===== src/rtl/adc_spi_master.sv =====
// SPI master for the stereo ADC: primes the one-frame command pipeline, fetches one
// left/right pair per request and converts the offset-binary words to signed 1.15.
module adc_spi_master #(
    parameter int          CLK_DIV = 4,
    parameter logic [13:0] CMD_LOW = 14'h0000
) (
    input  logic        CLK,
    input  logic        RESET_,
    input  logic        EN,
    input  logic        SAMPLE_REQ,
    output logic        SCK,
    output logic        CS_,
    output logic        SDI,
    input  logic        SDO,
    output logic        BUSY,
    output logic [15:0] L_OUT,
    output logic [15:0] R_OUT,
    output logic        OUT_VALID,
    output logic        OVERRUN
);
    typedef enum logic [2:0] {
        IDLE,
        SETUP,
        PRIME,
        READY,
        FRAME_A,
        FRAME_B
    } state_t;

    localparam logic [7:0]  DIV_LAST = 8'(CLK_DIV - 1);
    localparam logic [15:0] CMD_L    = {2'b10, CMD_LOW};
    localparam logic [15:0] CMD_R    = {2'b11, CMD_LOW};

    state_t      state;
    state_t      state_next;
    logic [7:0]  div_cnt;
    logic [3:0]  bit_cnt;
    logic [15:0] tx_shift;
    logic [15:0] rx_shift;
    logic [15:0] rx_a;
    logic [15:0] rx_next;
    logic [15:0] cmd_next;
    logic        in_frame;
    logic        half_end;
    logic        bit_end;
    logic        frame_done;
    logic        frame_start;

    always_comb begin
        in_frame   = (state == PRIME) || (state == FRAME_A) || (state == FRAME_B);
        half_end   = (div_cnt == DIV_LAST);
        bit_end    = in_frame && half_end && SCK;
        frame_done = bit_end && (bit_cnt == 4'd15);
        rx_next    = {rx_shift[14:0], SDO};
    end

    always_ff @(posedge CLK) begin
        if (!RESET_) begin
            state <= IDLE;
        end else begin
            state <= state_next;
        end
    end

    always_comb begin
        state_next = state;
        case (state)
            IDLE:    if (EN) state_next = SETUP;
            SETUP:   if (half_end) state_next = PRIME;
            PRIME:   if (frame_done) state_next = READY;
            READY: begin
                if (!EN) begin
                    state_next = IDLE;
                end else if (SAMPLE_REQ) begin
                    state_next = FRAME_A;
                end
            end
            FRAME_A: if (frame_done) state_next = FRAME_B;
            FRAME_B: if (frame_done) state_next = READY;
            default: state_next = IDLE;
        endcase
        frame_start = (state_next != state) &&
                      ((state_next == PRIME) || (state_next == FRAME_A) || (state_next == FRAME_B));
        // FRAME_A asks for R while the L word arrives; every other frame asks for L.
        cmd_next = (state_next == FRAME_A) ? CMD_R : CMD_L;
    end

    assign BUSY = (state != READY);

    always_ff @(posedge CLK) begin
        if (!RESET_) begin
            SCK       <= 1'b0;
            CS_       <= 1'b1;
            SDI       <= 1'b0;
            div_cnt   <= 8'd0;
            bit_cnt   <= 4'd0;
            tx_shift  <= 16'd0;
            rx_shift  <= 16'd0;
            rx_a      <= 16'd0;
            L_OUT     <= 16'd0;
            R_OUT     <= 16'd0;
            OUT_VALID <= 1'b0;
            OVERRUN   <= 1'b0;
        end else begin
            CS_       <= (state_next == IDLE);
            OUT_VALID <= 1'b0;
            OVERRUN   <= SAMPLE_REQ && (state != READY);

            if (bit_end) begin
                rx_shift <= rx_next;
            end
            if (frame_done && (state == FRAME_A)) begin
                rx_a <= rx_next;
            end
            if (frame_done && (state == FRAME_B)) begin
                L_OUT     <= {~rx_a[15], rx_a[14:0]};
                R_OUT     <= {~rx_next[15], rx_next[14:0]};
                OUT_VALID <= 1'b1;
            end

            // SDI moves only as SCK falls, so the ADC always samples a settled bit.
            if (frame_start) begin
                SCK      <= 1'b0;
                div_cnt  <= 8'd0;
                bit_cnt  <= 4'd0;
                SDI      <= cmd_next[15];
                tx_shift <= {cmd_next[14:0], 1'b0};
            end else if (state == SETUP) begin
                div_cnt <= half_end ? 8'd0 : div_cnt + 8'd1;
            end else if (in_frame) begin
                if (!half_end) begin
                    div_cnt <= div_cnt + 8'd1;
                end else begin
                    div_cnt <= 8'd0;
                    SCK     <= ~SCK;
                    if (SCK) begin
                        bit_cnt  <= bit_cnt + 4'd1;
                        SDI      <= tx_shift[15];
                        tx_shift <= {tx_shift[14:0], 1'b0};
                    end
                end
            end else begin
                div_cnt <= 8'd0;
                SDI     <= 1'b0;
            end
        end
    end
endmodule

===== config.mk =====
export PLATFORM = sky130hd
export DESIGN_NAME = adc_spi_master
export DESIGN_NICKNAME = d
export VERILOG_FILES = /design/src/rtl/adc_spi_master.sv
export SDC_FILE = /design/constraint.sdc
export NUM_CORES = 1
export LEC_CHECK = 0
export BUFFER_PORTS_ARGS = -buffer_cell sky130_fd_sc_hd__buf_2
export CORE_MARGIN = 2
export CORE_UTILIZATION = 36
export DETAILED_ROUTE_END_ITERATION = 8
export GPL_ROUTABILITY_DRIVEN = 0
export HOLD_SLACK_MARGIN = 0.12
export SLEW_MARGIN = 20
export SYNTH_ARGS = -nofsm -noshare
export SYNTH_HDL_FRONTEND = slang
export SYNTH_SLANG_ARGS = --single-unit

===== constraint.sdc =====
create_clock -name CLK -period 1.6 [get_ports CLK]
set_input_delay 0.16 -clock CLK [delete_from_list [all_inputs] [get_ports CLK]]
set_output_delay 0.16 -clock CLK [all_outputs]
set_load 0.1 [all_outputs]

; Word-level counts from Yosys, hierarchy flattened
; Cells that the tools add are included.
; W data, S select, Z words.
[word_totals]
reg_bits = 98
elab_cells = 79
input_bits = 5
[classes]
reduce_logical = 22
mux = 22
n_addsub = 2
n_bitwise = 5
n_eq_ne = 15
[ops]
columns = cell, n
row1 = $mux W16, 5
row2 = $mux W8, 3
row3 = $mux W3, 6
row4 = $mux W15, 1
row5 = $pmux W3 S5, 1
row6 = $eq A3 B3 Y1 const B, 4
row7 = $eq A3 B2 Y1 const B, 3
row8 = $add A8 B1 Y8 const B, 1
row9 = $eq A8 B2 Y1 const B, 1
row10 = $reduce_and A4 Y1, 2
row11 = $logic_and A1 B1 Y1, 7
row12 = $logic_not A3 Y1, 2
row13 = $mux W1, 6
row14 = $ne A3 B2 Y1 const B, 2
row15 = $reduce_and A3 Y1, 2
row16 = $reduce_bool A2 Y1, 3
row17 = $not A1 Y1, 5
row18 = $add A4 B1 Y4 const B, 1
row19 = $eq A4 B4 Y1 const B, 1
row20 = $logic_or A1 B1 Y1, 4
row21 = $reduce_or A2 Y1, 2
row22 = $eq A3 B1 Y1 const B, 1
row23 = $ne A3 B1 Y1 const B, 1
row24 = $ne A3 B3 Y1, 1
row25 = $ne A2 B2 Y1 const B, 1

; Logic depth before layout (Yosys ltp)
; Gate-level depths: netlist of the first run.
[depth]
word_depth = 14
mapped_depth = 7
depth_no_buf = 5

; Least setup slack after synthesis of the first run
; No wires, ideal clock.
[synth_path]
kind = reg2reg
startpoint = register SCK
endpoint = register R_OUT[10]
setup_slack_ps = -522
arrival_time_ps = 2052
n_path_buf = 2
setup_ps = 70
period_less_slack_ps = 2122
stages_incl_launch_ff = 7
cell_sequence = dfxtp_1 and4bb_2 and4_1 buf_4 buf_4 nand2_1 a21boi_1
[synth_between]
elab_chain_len = 3
[synth_rtl]
columns = element, line_no
row1 = start: declaration, 11  ; output logic SCK,
row2 = start signal: assignment, 135  ; SCK <= ~SCK;
row3 = $logic_and A1 B1 Y1, 52  ; bit_end = in_frame && half_end && SCK;
row4 = $logic_and A1 B1 Y1, 53  ; frame_done = bit_end && (bit_cnt == 4'd15);
row5 = $logic_and A1 B1 Y1, 115  ; if (frame_done && (state == FRAME_B)) begin
row6 = end signal: assignment, 117  ; R_OUT <= {~rx_next[15], rx_next[14:0]};
row7 = end: declaration, 17  ; output logic [15:0] R_OUT,
; Every way passes these cells.
; A chain may end at the register's enable or synchronous reset.

; Worst setup path after layout of the first run
[layout_path]
startpoint = register div_cnt[0]
endpoint = register L_OUT[11]
[layout_between]
elab_chain_len = 5
[layout_rtl]
columns = element, line_no
row1 = start: declaration, 36  ; logic [7:0] div_cnt;
row2 = start signal: assignment, 129  ; div_cnt <= half_end ? 8'd0 : div_cnt + 8'd1;
row3 = start signal: assignment, 132  ; div_cnt <= div_cnt + 8'd1;
row4 = $eq A8 B2 Y1, 51  ; half_end = (div_cnt == DIV_LAST);
row5 = $logic_and A1 B1 Y1 (2 in series), 52
row6 = $logic_and A1 B1 Y1, 53
row7 = $logic_and A1 B1 Y1, 115
row8 = end signal: assignment, 116  ; L_OUT <= {~rx_a[15], rx_a[14:0]};
row9 = end: declaration, 16  ; output logic [15:0] L_OUT,
; Every way passes these cells.

==> summary.md, run 1 <==
| Metric | Value |
|---|---|
| CTS root buf | clkbuf_8 |
| Row count | 35 |
| Post-synthesis average cell area | 9.10 sq um |
| Post-synth top area share | 0.490 |
| Yosys top cell by area | dfxtp_1 |
| TritonCTS clock tree | yes |
| Sequential fraction of the synthesis area | 0.490 |
| Max Cap Viol | 0 |
| Post-Syn Area | 3430 sq um |
| Die W | 102 microns |
| Clock share of power | 0.387 |
| Total Wirelength | 7.76 mm |
| Worst Hold Class | in -> reg |
| Largest net degree at the start of global routing | 68 |
| Layout cells sized above 1 | 0.286 |
| Global-route wire length before repair | ~12 mm |
| CP bufs+invs | 1 |
| CP max stage delay | 0.36 ns |
| Detailed-route DRC error count | 0 |
| Synthesis-to-layout area growth | 26.7% |
| CP arrival | between 1.5 and 2 ns |
| DR vias/cell | around 4.7 |
| Total Die Area | 10300 sq um |
| Most common cell in the netlist | nand2_1 |
| Period utilisation layout | 0.983 |
| Hpwl dp | roughly 4.8 mm |
| Synth unique cells | 43 |
| Worst path required time | 1.88 ns |
| Worst-path cell chain | ha_4 -> and4bb_4 -> and4_4 -> buf_8 -> nand2_1 -> a21boi_1 |
| Clock latency at the later pin of the worst-skew pair | 0.37 ns |
| Clk_skew | 0.0164 ns |
| Logic pwr share | 0.037 |
| Internal power | 2.74 mW |
| Yosys Warn Count | 0 |
| Top FF cell, synth | dfxtp_1 |
| Die Y | 102 microns |
| Peak VDD IR | 0.354 mV |
| Htree depth | 3 |
| Worst r2r src | div_cnt[0] |
| Core area | between 9000 and 10000 sq um |
| Worst hold endpoint | tx_shift[15] |
| Final instance area | 4350 sq um |
| Worst reg2reg path depth | 6 |
| Congestion Overflow GR | 0 |
| Switching part of the total | 0.251 |
| Clock transition at the registers of the reported paths | 0.09 ns |
| RSZ-0062 raised after global routing | true |
| Number of global-route vias before repair | 2424 |
| Hold path startpoint | EN |
| Total number of vias | 2692 |
| Slew Viols, Final | 0 |
| Initial Util | 0.371 |
| WL per Instance | 13.4 microns |
| Worst Max-Slew Pin Slew | 0.494 ns |
| Top post-synthesis cells by count | nand2_1, dfxtp_1, a21boi_1, mux2i_1, nor2b_1 |
| Placed Area | 3900 sq um |
| Final setup vio count | 0 |
| # clock sinks | 84 |
| Syn nets | 384 |
| Initial antenna violation count | 0 |
| Power density over cell area | 841 nW/um^2 |
| Critical path capture point type | register |
| Slowest stage cell, crit path | dfxtp_2 |
| Startpoint Class | register |
| Family with the most delay on the worst path | simple AND/OR/NAND/NOR gates |
| Worst R2R Setup Slack | 0.03 ns |
| I/O Buffers | 42 |
| Post-synth ARST share | 0 |
| Top Ports | 43 |
| ANT nets after route | 0 |
| CTS Buffer Depth | 2 |
| Cells after Synth | between 300 and 400 |
| Min Tclk post-route | 1.57 ns |
| Fin. Hold Viols | 0 |
| Antenna Diode Count | 0 |
| Pre-antenna DRT Iters | 4 |
| Leakage | 1.78 nW |
| Nets | 450 |
| Fin Setup TNS | 0 ns |
| CTS Buf Count | 9 |
| Top cells by area, synth | dfxtp_1, nand2_1, a21boi_1 |
| Status | finished clean |
| Synthesized flop and latch total | 84 |
| Sequential fraction of design power | 0.576 |
| Fmax | roughly 640 MHz |
| Rel. slew slack | 0.673 |
| EDFF count, synth | 0 |
| Drt initial violations | 114 |
| Total track usage | 0.148 |
| Switch Pwr | 0.916 mW |
| CP Max Fanout | 12 |
| Fill cell count | 856 |
| Reg2reg end | L_OUT[11] |
| Hold path cells | 5 |
| Crit Path Class | reg -> reg |
final cells by class:
type                    instances  area, sq um  share of cell area
inverters                       5         18.8             0.00432
well taps                     129          161              0.0371
clock buffers                   9          124              0.0285
multi-input cells             264         1680               0.388
flip-flops and latches         84         1700               0.390
repair buffers                 79          602               0.138
clock inverters                 7         58.8              0.0135
placed cells by master, fill, tap and decap left out, drive strengths merged, types with 2 or more instances in the layout:
| master | instances |
|---|---|
| nor3b | 3 |
| a21oi | 4 |
| dfxtp | 84 |
| nand2b | 4 |
| or3 | 3 |
| nand2 | 97 |
| a21boi | 48 |
| and4 | 4 |
| nor2b | 16 |
| buf | 74 |
| inv | 7 |
| mux2i | 16 |
| nand3 | 9 |
| nor2 | 14 |
| clkbuf | 11 |
| a31oi | 2 |
| and3b | 2 |
| o21ai | 7 |
| ha | 2 |
| nand4 | 2 |
| dlygate4sd3 | 3 |
| and3 | 5 |
| xor2 | 7 |
| clkinv | 4 |
| o211ai | 5 |
| and2 | 2 |
power by group through the flow:
stage          registers [mW]  clock network, mW  logic, mW
6_report                 2.10               1.41      0.135
5_1_grt                  2.11               1.54      0.146
4_1_cts                  2.10               1.46      0.134
3_5_place_dp             2.15                  0      0.127
3_3_place_gp             2.15                  0      0.127
2_1_floorplan            2.18                  0     0.0730
state kept, by name, indices dropped and copies added (netlist names):
signal and flops:
SDI 1, SCK 1, div_cnt 8, OUT_VALID 1
CS_ 1, tx_shift 1, L_OUT 16, R_OUT 16
state 3, OVERRUN 1, rx_a 16, bit_cnt 4
rx_shift 15
tightest hold or removal path, stage by stage:
cell	delay, ns
buf_2	0.12
nand2_1	0.05
nor2_1	0.06
nand2_1	0.05
o21ai_0	0.06
per-stage QoR:
step	util	hold slack [ns]	setup WS [ns]	total power, mW	instances
floorplan	-	0.299	-0.230	2.25	377
global placement	0.422	0.437	0.00841	2.28	548
detailed placement	0.422	0.442	-0.0804	2.28	548
CTS	0.448	0.175	0.00388	3.69	568
global route	0.470	0.239	-0.0567	3.80	577
finish	0.470	0.187	0.0276	3.65	577
metal layers:
layer  track usage  part of all wire
met5             0                 0
met4        0.0696             0.021
met2         0.210              0.42
met1         0.211              0.52
met3        0.0331             0.042
repair_timing:
item / CTS / global route
endpoints found under the hold margin: 6 / 0
gates resized for setup: 8 / 37
setup endpoints to repair: 46 / 57
cloned: 0 / 4
hold buffers: 3 / 0
buffers inserted: 1 / 5
pin swaps: 2 / 20
kinds of logic (layout without fill, tap and decap cells):
family	Yosys count	after routing	share of synthesized area
xor gates and xnor gates	8	8	0.0204
muxes	16	16	0.0467
DFF	84	84	0.490
adders and majority gates	2	2	0.00729
AOI/OAI and AO/OA	73	73	0.158
buffers and inverters	29	100	0.0449
and+or+nand+nor	165	165	0.232
how the worst max path moves through the flow:
stage	to	slack, ns	cells past startpoint	from
finish	L_OUT[11]	0.03	6	div_cnt[0]
CTS	SDI	0.004	6	div_cnt[0]
global route	L_OUT[11]	-0.06	6	div_cnt[0]
global placement	SDI	0.008	6	div_cnt[7]
detailed placement	L_OUT[11]	-0.08	6	div_cnt[1]
floorplan	state[2]	-0.23	5	state[2]
No activity file was read; power rests on OpenSTA's default activity.
==> run 2: changes to the inputs <==
--- a/config.mk
+++ b/config.mk
@@ -5,6 +5,7 @@
 export SDC_FILE = /design/constraint.sdc
 export NUM_CORES = 1
 export LEC_CHECK = 0
+export ABC_AREA = 1
 export BUFFER_PORTS_ARGS = -buffer_cell sky130_fd_sc_hd__buf_2
 export CORE_MARGIN = 2
 export CORE_UTILIZATION = 36
==> summary.md, run 2 <==
| Metric | Value |
|---|---|
| EDFF count, synth | 0 |
| Crit Path Class | reg -> reg |
| Core area | 8640 sq um |
| Final instance area | 4310 sq um |
| Total number of vias | 2815 |
| Status | finished, violations left |
| Cells after Synth | roughly 390 |
| CP arrival | 1.98 ns |
| Post-route core utilization | 0.499 |
| Hold WS | 0.274 ns |
| Commonest non-fill, non-tap cell in the layout | dfxtp_1 |
| Fmax | 588 MHz |
| RSZ-0062 raised after global routing | true |
| Rel. slew slack | 0.674 |
| Post-synthesis average cell area | 8.07 sq um |
| I/O Buffers | 42 |
| CTS Buffer Depth | 2 |
| Top cells by area, synth | dfxtp_1, o21ai_0, nor2_1 |
| Synthesized flop and latch total | 84 |
| Die W | 97.7 microns |
| Failing checks | setup timing |
| Most common cell in the netlist | dfxtp_1 |
| Worst Hold Class | in -> reg |
| ANT nets after route | 0 |
| Pre-antenna DRT Iters | 4 |
| Largest net degree at the start of global routing | 32 |
| Worst path required time | 1.88 ns |
| CTS Buf Count | 9 |
| Hold path startpoint | RESET_ |
| Total track usage | 0.161 |
| Finished Layout Cells | 584 |
| DP Worst Slack | -0.124 ns |
| Clk_skew | 0.00806 ns |
| Worst r2r src | div_cnt[1] |
| Total Wirelength | 7.94 mm |
| Antenna Diode Count | 0 |
| Leakage | 1.88 nW |
| Layout cells sized above 1 | 0.340 |
| Regs by FF count | L_OUT (16), R_OUT (16), rx_a (16) |
| Startpoint Class | register |
| Max Cap Viol | 0 |
| Syn nets | ~400 |
| Congestion Overflow GR | 0 |
| Placed Cells | 554 |
| Sequential fraction of the synthesis area | 0.532 |
| Fin. Hold Viols | 0 |
| Yosys Warn Count | 0 |
| Worst reg2reg path depth | 9 |
| Clock transition at the registers of the reported paths | 0.09 ns |
| Mux contribution to synthesized area | 0.00316 |
| Total Die Area | 9550 sq um |
| Placed Area | about 3700 sq um |
| Number of global-route vias before repair | 2652 |
| Detailed-route DRC error count | 0 |
| CP Max Fanout | 9 |
| Hold path cells | 3 |
| Largest family of logic cells by synthesized area | compound AO/OA/AOI/OAI gates |
| Simple-gate share of the synthesized area | 0.175 |
| Tot Pwr | around 3.8 mW |
| Initial Util | 0.366 |
| Fin Setup TNS | -3.53 ns |
| Peak VDD IR | 0.579 mV |
| Complex-gate fraction of the synthesized area | 0.193 |
| Row count | 34 |
| Power density over cell area | 876 nW/um^2 |
| Worst Max-Slew Pin Slew | around 0.5 ns |
| # clock sinks | 84 |
| Drt initial violations | around 150 |
| Synthesis-to-layout area growth | 36.2% |
| Critical path capture point type | register |
| Most frequent cells in the layout | dfxtp_1, nor2_1, buf_2, a21oi_1, inv_1 |
| Post-synth ARST share | 0 |
| Top Ports | 43 |
| Initial antenna violation count | 0 |
| Min Tclk post-route | 1.70 ns |
| Hpwl dp | 4.90 mm |
| Post-synth top area share | 0.532 |
| CTS root buf | clkbuf_8 |
| Period utilisation layout | 1.06 |
| Htree depth | 3 |
| Clock latency at the later pin of the worst-skew pair | 0.35 ns |
| Top post-synthesis cells by count | dfxtp_1, nor2_1, o21ai_0, a21oi_1, inv_1 |
| Fill cell count | roughly 860 |
| DR vias/cell | 4.82 |
| Final worst setup slack | -0.0999 ns |
| Worst hold endpoint | L_OUT[14] |
| Post-Synth Adder-Cell Area | 0.00791 |
| Yosys top cell by area | dfxtp_1 |
| Final setup vio count | 56 |
| Nets | 478 |
| TritonCTS clock tree | yes |
| Global-route wire length before repair | 12.5 mm |
| Post-Syn Area | approximately 3200 sq um |
| Top FF cell, synth | dfxtp_1 |
| Reg2reg end | R_OUT[2] |
| Post-Synth XOR/XNOR Area | 0.0138 |
| WL per Instance | 13.6 microns |
| Slew Viols, Final | 0 |
| Synth unique cells | 24 |
| Die Y | 97.7 microns |
| Worst R2R Setup Slack | -0.1 ns |
## run 2: cell types whose count changed after synthesis, moves of 15 or more
cell / change
a21boi_0: -15
a21boi_1: -33
a21oi_1: +45
inv_1: +33
mux2i_1: -15
nand2_1: -69
nor2_1: +54
nor2b_1: -16
o21ai_0: +61
## run 2: worst max path at each step
| stage | from | endpoint | slack, ns | cells after the start |
|---|---|---|---|---|
| detailed placement | bit_cnt[0] | div_cnt[4] | -0.12 | 10 |
| global route | div_cnt[1] | div_cnt[5] | -0.20 | 10 |
| floorplan | state[2] | div_cnt[0] | -0.01 | 11 |
| finish | div_cnt[1] | R_OUT[2] | -0.1 | 9 |
| CTS | div_cnt[1] | div_cnt[4] | -0.07 | 9 |
| global placement | bit_cnt[0] | div_cnt[0] | -0.11 | 10 |
## run 2: per-layer routing
layer  routed length (microns)  track usage
met1                      3710        0.209
met2                      3910        0.266
met3                       203       0.0308
met4                       106       0.0641
met5                         0            0
## run 2: cells by family (layout without fill, tap and decap cells)
kind of cell,Yosys count,after routing
buf+inv,59,143
fa+ha+maj,2,2
compound gates,121,121
xor+xnor,5,5
flops,84,84
simple gates,120,120
mux,1,1
## run 2: final cells by class
class / instances / area [sq um] / area share
Sequential cell: 84 / 1700 / 0.395
Multi-Input combinational cell: 249 / 1420 / 0.329
Timing Repair Buffer: 87 / 713 / 0.166
Inverter: 40 / 153 / 0.0354
Clock buffer: 11 / 151 / 0.0352
Tap cell: 108 / 135 / 0.0314
Clock inverter: 5 / 35.0 / 0.00813
## run 2: critical path: stages (launching register included)
cell	delay, ns
dfxtp_4	0.37
ha_4	0.15
nand2_4	0.06
nor2_4	0.15
nand4_4	0.18
nor2_4	0.19
buf_8	0.17
clkbuf_16	0.17
o21ai_1	0.06
a21oi_1	0.12
## run 2: where the power goes
group / leakage, nW / switching, mW / total (mW) / internal (mW)
Sequential: 0.683 / 0.0120 / 2.11 / 2.10
Clock: 0.0957 / 0.771 / 1.42 / 0.652
Combinational: 1.11 / 0.158 / 0.238 / 0.0801
## run 2: what timing repair did
| item | CTS | global route |
|---|---|---|
| setup endpoints to repair | 66 | 82 |
| gates cloned | 2 | 4 |
| resized for setup | 40 | 54 |
| endpoints found under the hold margin | 3 | 0 |
| setup buffers | 4 | 5 |
| hold buffers | 2 | 0 |
| pin swaps | 11 | 13 |
==> run 3: changes to the inputs <==
--- a/config.mk
+++ b/config.mk
@@ -7,11 +7,11 @@
 export LEC_CHECK = 0
 export ABC_AREA = 1
 export BUFFER_PORTS_ARGS = -buffer_cell sky130_fd_sc_hd__buf_2
-export CORE_MARGIN = 2
 export CORE_UTILIZATION = 36
 export DETAILED_ROUTE_END_ITERATION = 8
 export GPL_ROUTABILITY_DRIVEN = 0
 export HOLD_SLACK_MARGIN = 0.12
+export PLACE_DENSITY_LB_ADDON = 0.12
 export SLEW_MARGIN = 20
 export SYNTH_ARGS = -nofsm -noshare
 export SYNTH_HDL_FRONTEND = slang
==> summary.md, run 3 (synthesized netlist as in run 2, its figures left out) <==
| Metric | Value |
|---|---|
| Total number of vias | 2781 |
| # clock sinks | 84 |
| Min Tclk post-route | 1.66 ns |
| Clk_skew | around 0.009 ns |
| Core area | 8340 sq um |
| Placed Area | 3710 sq um |
| RSZ-0062 raised after global routing | true |
| Initial antenna violation count | 0 |
| Leakage | around 1.9 nW |
| Congestion Overflow GR | 0 |
| Slew Viols, Final | 0 |
| Initial Util | 0.379 |
| Fill cell count | 817 |
| Worst-path cell chain | ha_4 -> nand2_4 -> nor2_4 -> nand4_4 -> nor2_4 -> buf_12 -> buf_6 -> buf_4 -> o21ai_0 -> nor2_1 |
| Placed Cells | ~550 |
| TritonCTS clock tree | yes |
| CP max stage delay | 0.36 ns |
| Drt initial violations | 150 |
| WL per Instance | 13.1 microns |
| Power density over cell area | 899 nW/um^2 |
| Row count | 33 |
| FF+latch area | ~1700 sq um |
| Htree depth | 3 |
| Rel. slew slack | 0.671 |
| Critical path capture point type | register |
| Die W | 95.7 microns |
| Final worst setup slack | -0.0636 ns |
| Failing checks | setup timing |
| Synthesis-to-layout area growth | 34.3% |
| Fin. Hold Viols | 0 |
| Detailed-route DRC error count | 0 |
| Final setup vio count | 25 |
| Top Ports | 43 |
| Antenna Diode Count | 0 |
| Total Wirelength | 7.58 mm |
| Total Die Area | 9170 sq um |
| CP Max Fanout | 6 |
| Slowest stage cell, crit path | dfxtp_2 |
| Total track usage | 0.170 |
| Hpwl dp | a little under 5 mm |
| CTS Buf Count | 9 |
| Startpoint Class | register |
| Post-route core utilization | 0.509 |
| Max Cap Viol | 0 |
| CP arrival | 1.96 ns |
| Commonest non-fill, non-tap cell in the layout | dfxtp_1 |
| Die Y | 95.7 microns |
| Area of the multi-input gates | 1380 sq um |
| Number of global-route vias before repair | 2467 |
| CTS Buffer Depth | 2 |
| Finished Layout Cells | 577 |
| Worst Max-Slew Pin Slew | 0.498 ns |
| Nets | 475 |
| Fmax | 601 MHz |
| Period utilisation layout | 1.04 |
| Peak VDD IR | 0.605 mV |
| Clock transition at the registers of the reported paths | 0.08 ns |
| Clock latency at the later pin of the worst-skew pair | 0.35 ns |
| Status | finished, violations left |
| Global-route wire length before repair | 11.7 mm |
| Pre-antenna DRT Iters | 4 |
| CTS root buf | clkbuf_8 |
| Final instance area | 4250 sq um |
| DR vias/cell | 4.82 |
| Hold WS | approximately 0.27 ns |
| Most frequent cells in the layout | dfxtp_1, o21ai_0, nor2_1, a21oi_1, buf_2 |
| ANT nets after route | 0 |
| Crit Path Class | reg -> reg |
| Layout cells sized above 1 | 0.322 |
| DP Worst Slack | -0.126 ns |
| CP most frequent cell | nor2_4 |
| Largest net degree at the start of global routing | 70 |
| Worst Hold Class | in -> reg |
| I/O Buffers | 42 |
| Worst path required time | 1.89 ns |
| Regs by FF count | L_OUT (16), R_OUT (16), rx_a (16) |
## run 3: final timing paths
| check | slack (ns) | end | startpoint | cells past startpoint |
|---|---|---|---|---|
| max | -0.06 | L_OUT[9] | div_cnt[0] | 10 |
| min | 0.27 | tx_shift[15] | EN | 5 |
| max reg2reg | -0.06 | L_OUT[9] | div_cnt[0] | 10 |
| min reg2reg | 0.43 | R_OUT[15] | rx_shift[14] | 1 |
## run 3: final cells by class
| type | instances | area share |
|---|---|---|
| clock inverters | 2 | 0.00354 |
| well taps | 105 | 0.0309 |
| clock buffers | 13 | 0.0421 |
| flip-flops and latches | 84 | 0.400 |
| inverters | 40 | 0.0359 |
| repair buffers | 84 | 0.162 |
| multi-input cells | 249 | 0.326 |
## run 3: per-stage QoR
step	setup TNS, ns	total power [mW]
detailed placement	-4.06	2.37
global placement	-1.96	2.37
finish	-0.815	3.82
global route	-6.69	3.96
floorplan	-0.0714	2.30
CTS	-0.127	3.85
## run 3: what timing repair did
action                                  4_1_cts  5_1_grt
resized for setup                            23       30
hold endpoints to repair                      2        0
endpoints found under the setup margin       64       79
pin swaps                                     8       12
hold buffers                                  2        0
buffers inserted                              1        6
cloned                                        0        4
## run 3: critical path, delay by kind of cell (launching register included)
family / cells / cell delay (ns)
simple gates: 5 / 0.67
compound gates: 1 / 0.07
fa+ha+maj: 1 / 0.15
flops: 1 / 0.36
buf+inv: 3 / 0.36
## run 3: where the power goes
| group | switching [mW] | internal, mW |
|---|---|---|
| registers | 0.00748 | 2.10 |
| logic | 0.156 | 0.0714 |
| clock network | 0.746 | 0.733 |
## run 3: layer usage
layer | share of wire | up-vias | global-route usage
li1 | - | 1434 | -
met1 | 0.48 | 1301 | 0.216
met2 | 0.48 | 37 | 0.277
met3 | 0.026 | 9 | 0.0403
met4 | 0.015 | 0 | 0.0672
met5 | 0 | - | 0
